**src/rtl/vote_result_reader.sv**
```systemverilog
// ---------------------------------------------------------------------------
// vote_result_reader
//
// Read side of the vote-counting logger. When the machine enters result
// display mode it freezes the four live tallies into snapshot registers and
// walks them one per clock. The walk finds the highest tally, the lowest
// index holding it, whether that maximum is shared, and the total count.
// After the walk it drives one candidate's frozen count onto the display
// path. The buttons pick that candidate.
//
// Build option:
//   AUTO_CYCLE_EN - when defined, the display steps through the candidates
//                   by itself every DWELL_CYCLES clocks while no button is
//                   held. A button press restarts the dwell period.
//
// Ports:
//   clk, reset        clock; synchronous active-high reset
//   mode              0 = vote registering, 1 = result display
//   cand1..4_count    live tallies (CNT_W bits each)
//   cand1..4_button   display-select requests, level-sampled, cand1 highest
//   display_value     frozen count of the selected candidate
//   display_sel       index of the selected candidate (0 = cand1)
//   winner_idx        index of the highest tally (lowest index on a tie)
//   winner_tie        two or more candidates share the maximum
//   total_votes       sum of the four frozen tallies (CNT_W+2 bits)
//   result_valid      winner_idx / winner_tie / total_votes are valid
//   busy              scan in progress
//
// Every output is a register.
// ---------------------------------------------------------------------------
module vote_result_reader #(
  parameter int CNT_W        = 8,
  parameter int DWELL_CYCLES = 100
) (
  input  logic             clk,
  input  logic             reset,
  input  logic             mode,
  input  logic [CNT_W-1:0] cand1_count,
  input  logic [CNT_W-1:0] cand2_count,
  input  logic [CNT_W-1:0] cand3_count,
  input  logic [CNT_W-1:0] cand4_count,
  input  logic             cand1_button,
  input  logic             cand2_button,
  input  logic             cand3_button,
  input  logic             cand4_button,
  output logic [CNT_W-1:0] display_value,
  output logic [1:0]       display_sel,
  output logic [1:0]       winner_idx,
  output logic             winner_tie,
  output logic [CNT_W+1:0] total_votes,
  output logic             result_valid,
  output logic             busy
);

  // The auto-cycle dwell counter needs at least two states.
  if (DWELL_CYCLES < 2) begin : g_dwell_check
    $error("DWELL_CYCLES must be at least 2");
  end

  typedef enum logic [1:0] {
    IDLE = 2'd0,
    SCAN = 2'd1,
    SHOW = 2'd2
  } state_t;

  state_t state;
  state_t state_next;

  // Frozen tallies and the running scan result.
  logic [CNT_W-1:0] snap [4];
  logic [1:0]       scan_idx;
  logic [CNT_W-1:0] run_max;
  logic [1:0]       run_win;
  logic             run_tie;
  logic [CNT_W+1:0] run_total;

  // Result of folding the candidate at scan_idx into the running values.
  logic [CNT_W-1:0] scan_cur;
  logic [CNT_W-1:0] max_next;
  logic [1:0]       win_next;
  logic             tie_next;
  logic [CNT_W+1:0] total_next;

  // Button priority encoder.
  logic             btn_any;
  logic [1:0]       btn_idx;

`ifdef AUTO_CYCLE_EN
  localparam int DW_W = (DWELL_CYCLES > 2) ? $clog2(DWELL_CYCLES) : 1;
  localparam logic [DW_W-1:0] DWELL_LAST = DW_W'(DWELL_CYCLES - 1);
  logic [DW_W-1:0] dwell_cnt;
`endif

  // -------------------------------------------------------------------------
  // One scan step. Index 0 seeds the running values. Later indices replace
  // the winner only on a strictly greater tally, so the lowest index keeps a
  // shared maximum and only the tie flag records it.
  // -------------------------------------------------------------------------
  always_comb begin
    scan_cur   = snap[scan_idx];
    max_next   = run_max;
    win_next   = run_win;
    tie_next   = run_tie;
    total_next = run_total + {2'b00, scan_cur};
    if (scan_idx == 2'd0) begin
      max_next   = scan_cur;
      win_next   = 2'd0;
      tie_next   = 1'b0;
      total_next = {2'b00, scan_cur};
    end else if (scan_cur > run_max) begin
      max_next = scan_cur;
      win_next = scan_idx;
      tie_next = 1'b0;
    end else if (scan_cur == run_max) begin
      tie_next = 1'b1;
    end
  end

  always_comb begin
    btn_any = 1'b1;
    btn_idx = 2'd0;
    if (cand1_button)      btn_idx = 2'd0;
    else if (cand2_button) btn_idx = 2'd1;
    else if (cand3_button) btn_idx = 2'd2;
    else if (cand4_button) btn_idx = 2'd3;
    else                   btn_any = 1'b0;
  end

  // -------------------------------------------------------------------------
  // State register and next-state logic. Leaving display mode always returns
  // to IDLE, so the next entry rescans fresh tallies.
  // -------------------------------------------------------------------------
  always_ff @(posedge clk) begin
    if (reset) state <= IDLE;
    else       state <= state_next;
  end

  always_comb begin
    state_next = state;
    case (state)
      IDLE: if (mode) state_next = SCAN;
      SCAN: begin
        if (!mode)                  state_next = IDLE;
        else if (scan_idx == 2'd3)  state_next = SHOW;
      end
      SHOW: if (!mode) state_next = IDLE;
      default: state_next = IDLE;
    endcase
  end

  // -------------------------------------------------------------------------
  // Datapath. The running scan values stay internal. The visible results
  // load only on the last scan step, so an aborted scan leaves the outputs
  // at zero.
  // -------------------------------------------------------------------------
  always_ff @(posedge clk) begin
    if (reset) begin
      for (int i = 0; i < 4; i++) snap[i] <= '0;
      scan_idx      <= '0;
      run_max       <= '0;
      run_win       <= '0;
      run_tie       <= 1'b0;
      run_total     <= '0;
      display_value <= '0;
      display_sel   <= '0;
      winner_idx    <= '0;
      winner_tie    <= 1'b0;
      total_votes   <= '0;
      result_valid  <= 1'b0;
      busy          <= 1'b0;
`ifdef AUTO_CYCLE_EN
      dwell_cnt     <= '0;
`endif
    end else begin
      case (state)
        IDLE: begin
          if (mode) begin
            snap[0]  <= cand1_count;
            snap[1]  <= cand2_count;
            snap[2]  <= cand3_count;
            snap[3]  <= cand4_count;
            scan_idx <= 2'd0;
            busy     <= 1'b1;
          end
        end

        SCAN: begin
          if (!mode) begin
            display_value <= '0;
            display_sel   <= '0;
            winner_idx    <= '0;
            winner_tie    <= 1'b0;
            total_votes   <= '0;
            result_valid  <= 1'b0;
            busy          <= 1'b0;
          end else begin
            run_max   <= max_next;
            run_win   <= win_next;
            run_tie   <= tie_next;
            run_total <= total_next;
            scan_idx  <= scan_idx + 2'd1;
            if (scan_idx == 2'd3) begin
              busy          <= 1'b0;
              result_valid  <= 1'b1;
              winner_idx    <= win_next;
              winner_tie    <= tie_next;
              total_votes   <= total_next;
              display_sel   <= win_next;
              display_value <= snap[win_next];
`ifdef AUTO_CYCLE_EN
              dwell_cnt     <= '0;
`endif
            end
          end
        end

        SHOW: begin
          if (!mode) begin
            display_value <= '0;
            display_sel   <= '0;
            winner_idx    <= '0;
            winner_tie    <= 1'b0;
            total_votes   <= '0;
            result_valid  <= 1'b0;
            busy          <= 1'b0;
`ifdef AUTO_CYCLE_EN
            dwell_cnt     <= '0;
`endif
          end else if (btn_any) begin
            display_sel   <= btn_idx;
            display_value <= snap[btn_idx];
`ifdef AUTO_CYCLE_EN
            dwell_cnt     <= '0;
`endif
          end
`ifdef AUTO_CYCLE_EN
          else if (dwell_cnt == DWELL_LAST) begin
            display_sel   <= display_sel + 2'd1;
            display_value <= snap[display_sel + 2'd1];
            dwell_cnt     <= '0;
          end else begin
            dwell_cnt <= dwell_cnt + 1'b1;
          end
`endif
        end

        default: ;
      endcase
    end
  end

endmodule

```
**config.mk**
```make
export PLATFORM = sky130hd
export DESIGN_NAME = vote_result_reader
export DESIGN_NICKNAME = d
export VERILOG_FILES = /design/src/rtl/vote_result_reader.sv
export SDC_FILE = /design/constraint.sdc
export NUM_CORES = 1
export LEC_CHECK = 0
export CAP_MARGIN = 25
export CORE_MARGIN = 4
export CORE_UTILIZATION = 35
export CTS_BUF_LIST = sky130_fd_sc_hd__clkbuf_4
export DETAILED_ROUTE_END_ITERATION = 6
export GPL_ROUTABILITY_DRIVEN = 0
export PLACE_DENSITY = 0.65
export RECOVER_POWER = 25
export SLEW_MARGIN = 0
export SYNTH_ARGS = -nofsm -noshare
export SYNTH_HDL_FRONTEND = slang
export SYNTH_SLANG_ARGS = --single-unit
```
**constraint.sdc**
```tcl
create_clock -name clk -period 3.1 [get_ports clk]
set_input_delay 0.465 -clock clk [delete_from_list [all_inputs] [get_ports clk]]
set_output_delay 0.465 -clock clk [all_outputs]
set_load 0.02 [all_outputs]
```
* After elaboration in Yosys (flattened, before gate mapping)
Memory sizes are Yosys's and may differ from the RTL's. A register that Yosys moved wholly into a read port is not among the register bits.
Index checks and enable logic that the tools add are counted.
** Word-level totals
- Memories kept :: 1
- Logic and storage cells :: 105
- Bits of input ports :: 39
- Bits in registers :: 50
- Output and inout port bits :: 25
- Bits in writable memories :: 32
** Memories
- snap :: words 4, width 8, read ports 3, clocked after memory_dff 1, write ports 4, line 70 : logic [CNT_W-1:0] snap [4];
** Operators by class
- Bitwise gates (word level) :: 4
- Mux-type cells :: 62
- Reduce and logical (&&, ||, !) cells :: 13
- Equality and inequality tests :: 9
- Add/sub/neg operators :: 2
- Magnitude comparators :: 1
** Operator list (count)
- 2-to-1 mux 8 bit :: 10
- 2-to-1 mux 10 bit :: 4
- 2-to-1 mux 2 bit :: 18
- 2-to-1 mux 1 bit :: 21
- case mux 10 bit (2 select lines) :: 1
- case mux 8 bit (2 select lines) :: 1
- AND reduction 3 bit :: 5
- case mux 2 bit (2 select lines) :: 3
- adder 10 x 8 -> 10 bit :: 1
- == test 8 bit :: 1
- > comparator 8 bit :: 1
- != test 2 bit, second input constant :: 3
- != test 3 bit, second input constant :: 2
- case mux 2 bit (3 select lines) :: 1
- nonzero test 2 bit :: 3
- == test 2 bit, second input constant :: 2
- logical NOT 2 bit :: 2
- OR 1 bit :: 4
- case mux 1 bit (2 select lines) :: 2
- AND reduction 4 bit :: 1
- case mux 1 bit (3 select lines) :: 1
- nonzero test 3 bit :: 1
- adder 2 x 1 -> 2 bit, second input constant :: 1
- == test 2 x 1 -> 1 bit, second input constant :: 1
- AND reduction 2 bit :: 1

* Depth between registers and ports, before layout
An unclocked memory read counts as a cell.
- Depth in word-level cells :: 8
- Mapped depth :: 13
- Mapped depth without buffers :: 10

* Worst setup path before layout
Ideal clock, no wire load.
- Path type :: register to register
- Start :: register with a tool-made name
- End :: register total_votes[8]
- Setup slack :: 0.062 ns
- Library setup time :: 0.117 ns
- Buffers on the path :: 1
- Stages on the path, launching flop included :: 12
- Arrival :: 2.922 ns
- Path through :: dfxtp_1 > buf_2 > mux4_2 > ha_1 > fa_1 > a21o_1 > a21oi_2 > o21bai_1 > a2111oi_2 > nor3_1 > xor2_1 > a22o_1
** RTL lines
- end signal: assignment :: line 207 : total_votes <= total_next;
- end: declaration :: line 50 : output logic [CNT_W+1:0] total_votes,

==> results.py <==
metrics = {
    "drt": {
        "wl_per_cell_microns": 15.0,
        "routed_via_density": 5.07,
        "vias": 3440,
        "drtPass1Iterations": 4,
        "drc_errors": 0,
        "ant_nets": 0,
        "routed_wl_microns": 10100,
        "initialDrtViolationCount": 133,
    },
    "placement": {
        "dpl.cell_count": 657,
        "port-buffer-count": 63,
        "placed_area_sq_um": 5450,
        "dpl.hpwl_microns": 7560,
    },
    "sta": {
        "finalCritPeriodShare_pct": 97.2,
        "slew_headroom_pct": -5.22,
        "finalCriticalPeriod_ns": 3.01,
        "finalHoldViolCount": 0,
        "hold_ws_ns": 0.460,
        "skew_ns": 0.0236,
        "finalSetupTns_ns": 0,
        "setup_viol": 0,
        "worst_pin_slew_ns": 1.58,
        "finalMaxSlewViolations": 33,
        "max_freq_mhz": 332,
    },
    "logic_synthesis": {
        "seq_area_frac_synth_pct": 43.9,
        "postSynthCellCount": 425,
        "synth_cell_types": 59,
        "syn_area_sq_um": 4560,
        "async_flop_share_pct": 0,
        "syn_area_per_cell_sq_um": 10.7,
        "synth_edf_count": 32,
        "ys_ff_latch": 84,
        "yosys_warnings": 0,
        "synth_ff_type": "dfxtp_1",
        "syn-num-nets": 487,
    },
    "cts": {
        "cts_hold_buf": 0,
        "cts.htree.levels": 3,
        "cts_root_buf": "clkbuf_4",
        "cts.clk_slew.worst_paths_ns": 0.14,
        "insertion_delay_ns": 0.44,
        "clock_path_buffers": 2,
        "cts_num_sinks": 84,
        "cts_buffers": 9,
        "cts_tree": "built",
    },
    "worst_hold_path": {
        "hold_class": "reg -> reg",
    },
    "setup_path": {
        "start_kind": "register",
        "critical_path_class": "reg -> reg",
        "critPathMaxStageDelay_ns": 0.55,
        "critPathMaxFanout": 10,
        "path_cells": "buf_6 -> mux4_2 -> ha_4 -> nand4_1 -> a21o_1 -> a21oi_4 -> mux2i_4 -> buf_12 -> mux2i_2 -> o221ai_1",
        "critPathArrivalTime_ns": 3.31,
        "path_buf_inv": 2,
        "cp.required_ns": 3.40,
        "critPathTopFamily": "multiplexers",
        "slowest_stage": "mux4_2",
        "crit_path_end_kind": "register",
    },
    "global_routing": {
        "grt_pass1_vias": 3449,
        "grt_pass1_wl_microns": 16600,
        "antenna_found_initial": 0,
        "gr-total-overflow": 0,
        "groute.usage.overall_pct": 14.0,
        "grt_max_degree": 33,
    },
    "cells_and_area": {
        "fillers": 1195,
        "fin_nets": 563,
        "diodes": 0,
        "stdcell_area_sq_um": 5720,
        "drive_gt1_share_pct": 15.2,
        "fin_cells": 678,
        "area_delta_synth_final_pct": 25.4,
    },
    "pwr": {
        "p_int_mw": 1.78,
        "power_switching_mw": 0.648,
        "power_density_nw_per_um2": 424,
        "clkPwrFrac_pct": 29.2,
        "p_leak_nw": 2.15,
        "sw_frac_of_total_pct": 26.7,
        "p_seq_share_pct": 51.5,
        "pwr-share-comb_pct": 19.3,
        "fin_total_pwr_mw": 2.42,
        "peakVddDrop_mv": 0.257,
    },
    "floorplan": {
        "coreArea_sq_um": 12700,
        "fp.dieW_microns": 122,
        "dieArea_sq_um": 14900,
        "start_util_pct": 36.0,
        "io_pins": 64,
        "die_h_microns": 122,
        "num_rows": 41,
    },
    "run_status": {
        "status": "finished with violations",
        "violations": "max-capacitance violations, max-slew violations",
    },
    "flow_run": {
        "cap_violations": 1,
    },
}
[flip-flops by register name, summed over array words and instances, names as in the netlist, 2 cells and up, named ones only]
register       count
display_value      8
snap              32
state              2
display_sel        2
run_win            2
winner_idx         2
run_max            8
run_total         10
total_votes       10
scan_idx           2
[metrics by stage]
stage	utilization (%)	setup WS (ns)
floorplan	-	0.0617
global placement	43.0	0.0205
detailed placement	43.0	-0.103
CTS	44.4	0.00789
global route	45.1	-0.0529
finish	45.1	0.0875
[metal layers]
metal | track usage, % | up-vias | wire, microns
li1 | - | 1710 | -
met1 | 18.1 | 1634 | 4650
met2 | 22.9 | 83 | 4870
met3 | 3.44 | 13 | 496
met4 | 4.90 | 0 | 119
met5 | 0 | - | 0
[synthesized netlist by cell type (3+ instances only)]
cell type   n  share of area [%]
a21oi_2     3               0.58
mux4_2     16                7.9
a21oi_1    30                3.3
mux2i_1    30                6.6
clkbuf_1   14                1.2
ha_1       22                6.0
and2_1     33                4.5
and2b_2     4               0.77
nor2_1     43                3.5
o21ai_0     8               0.88
nor3_1      6               0.66
and2b_1     3               0.49
a22o_1      3               0.58
nand2b_1    4               0.55
xnor2_1     7                1.3
nand2_1    17                1.4
a211oi_1    7                1.2
a311oi_1    4               0.77
inv_1      16                1.3
a21o_1      4               0.66
nand4_1     3               0.41
edfxtp_1   32                 21
a22oi_1     3               0.49
buf_2       4               0.44
dfxtp_1    52                 23
or3_1       4               0.55
nor2b_1     5               0.69
o221ai_1    8                1.5
[path summary, 6_finish.rpt]
kind	start	end	slack, ns	depth (start not counted)
max	register	display_value[2]	0.09	10
min	winner_tie	winner_tie	0.46	2
max reg2reg	register	display_value[2]	0.09	10
min reg2reg	winner_tie	winner_tie	0.46	2
[cells by family after synthesis]
logic type,Yosys count,share of synthesized area [%]
adders and majority gates,23,6.48
AOI/OAI and AO/OA,85,12.5
and+or+nand+nor,139,16.5
muxes,47,14.7
buffers and inverters,39,4.28
DFF,84,43.9
xor gates and xnor gates,8,1.54
[power by group through the flow]
stage	logic, mW	clock network [mW]	registers, mW
finish	0.467	0.708	1.25
global route	0.516	0.781	1.26
CTS	0.442	0.733	1.25
detailed placement	0.438	0	1.27
global placement	0.424	0	1.27
floorplan	0.301	0	1.26
[worst min-delay path, cell delays in order (launching register included)]
cell and delay (ns):
dfxtp_1 0.33, nand2_1 0.05, a21oi_1 0.05
[layout by cell type, fill, tap and decap left out, drive strengths merged, types with 4 or more instances in the layout]
master,instances
buf,23
nand2b,4
inv,16
a21o,4
nand2,17
or3,4
nor2b,5
nor3,8
and2b,7
and2,33
edfxtp,32
dfxtp,52
ha,22
a311oi,4
a21oi,33
o221ai,8
clkbuf,12
nor2,44
o21ai,10
clkdlybuf4s50,63
mux4,16
xnor2,7
mux2i,30
a211oi,7
[cell type report]
| type | count | area, sq um | area share [%] |
|---|---|---|---|
| clock buffers | 10 | 75.1 | 1.31 |
| clock inverters | 6 | 80.1 | 1.40 |
| inverters | 16 | 60.1 | 1.05 |
| well taps | 172 | 215 | 3.77 |
| multi-input cells | 302 | 2420 | 42.3 |
| repair buffers | 88 | 861 | 15.1 |
| flip-flops and latches | 84 | 2010 | 35.1 |
[what timing repair did]
action | CTS | global route
resized for setup | 5 | 7
pin swaps | 2 | 2
buffers inserted | 0 | 4
endpoints found under the hold margin | 0 | 0
gates cloned | 0 | 1
setup endpoints to repair | 10 | 11
(Power assumes the default switching activity.)
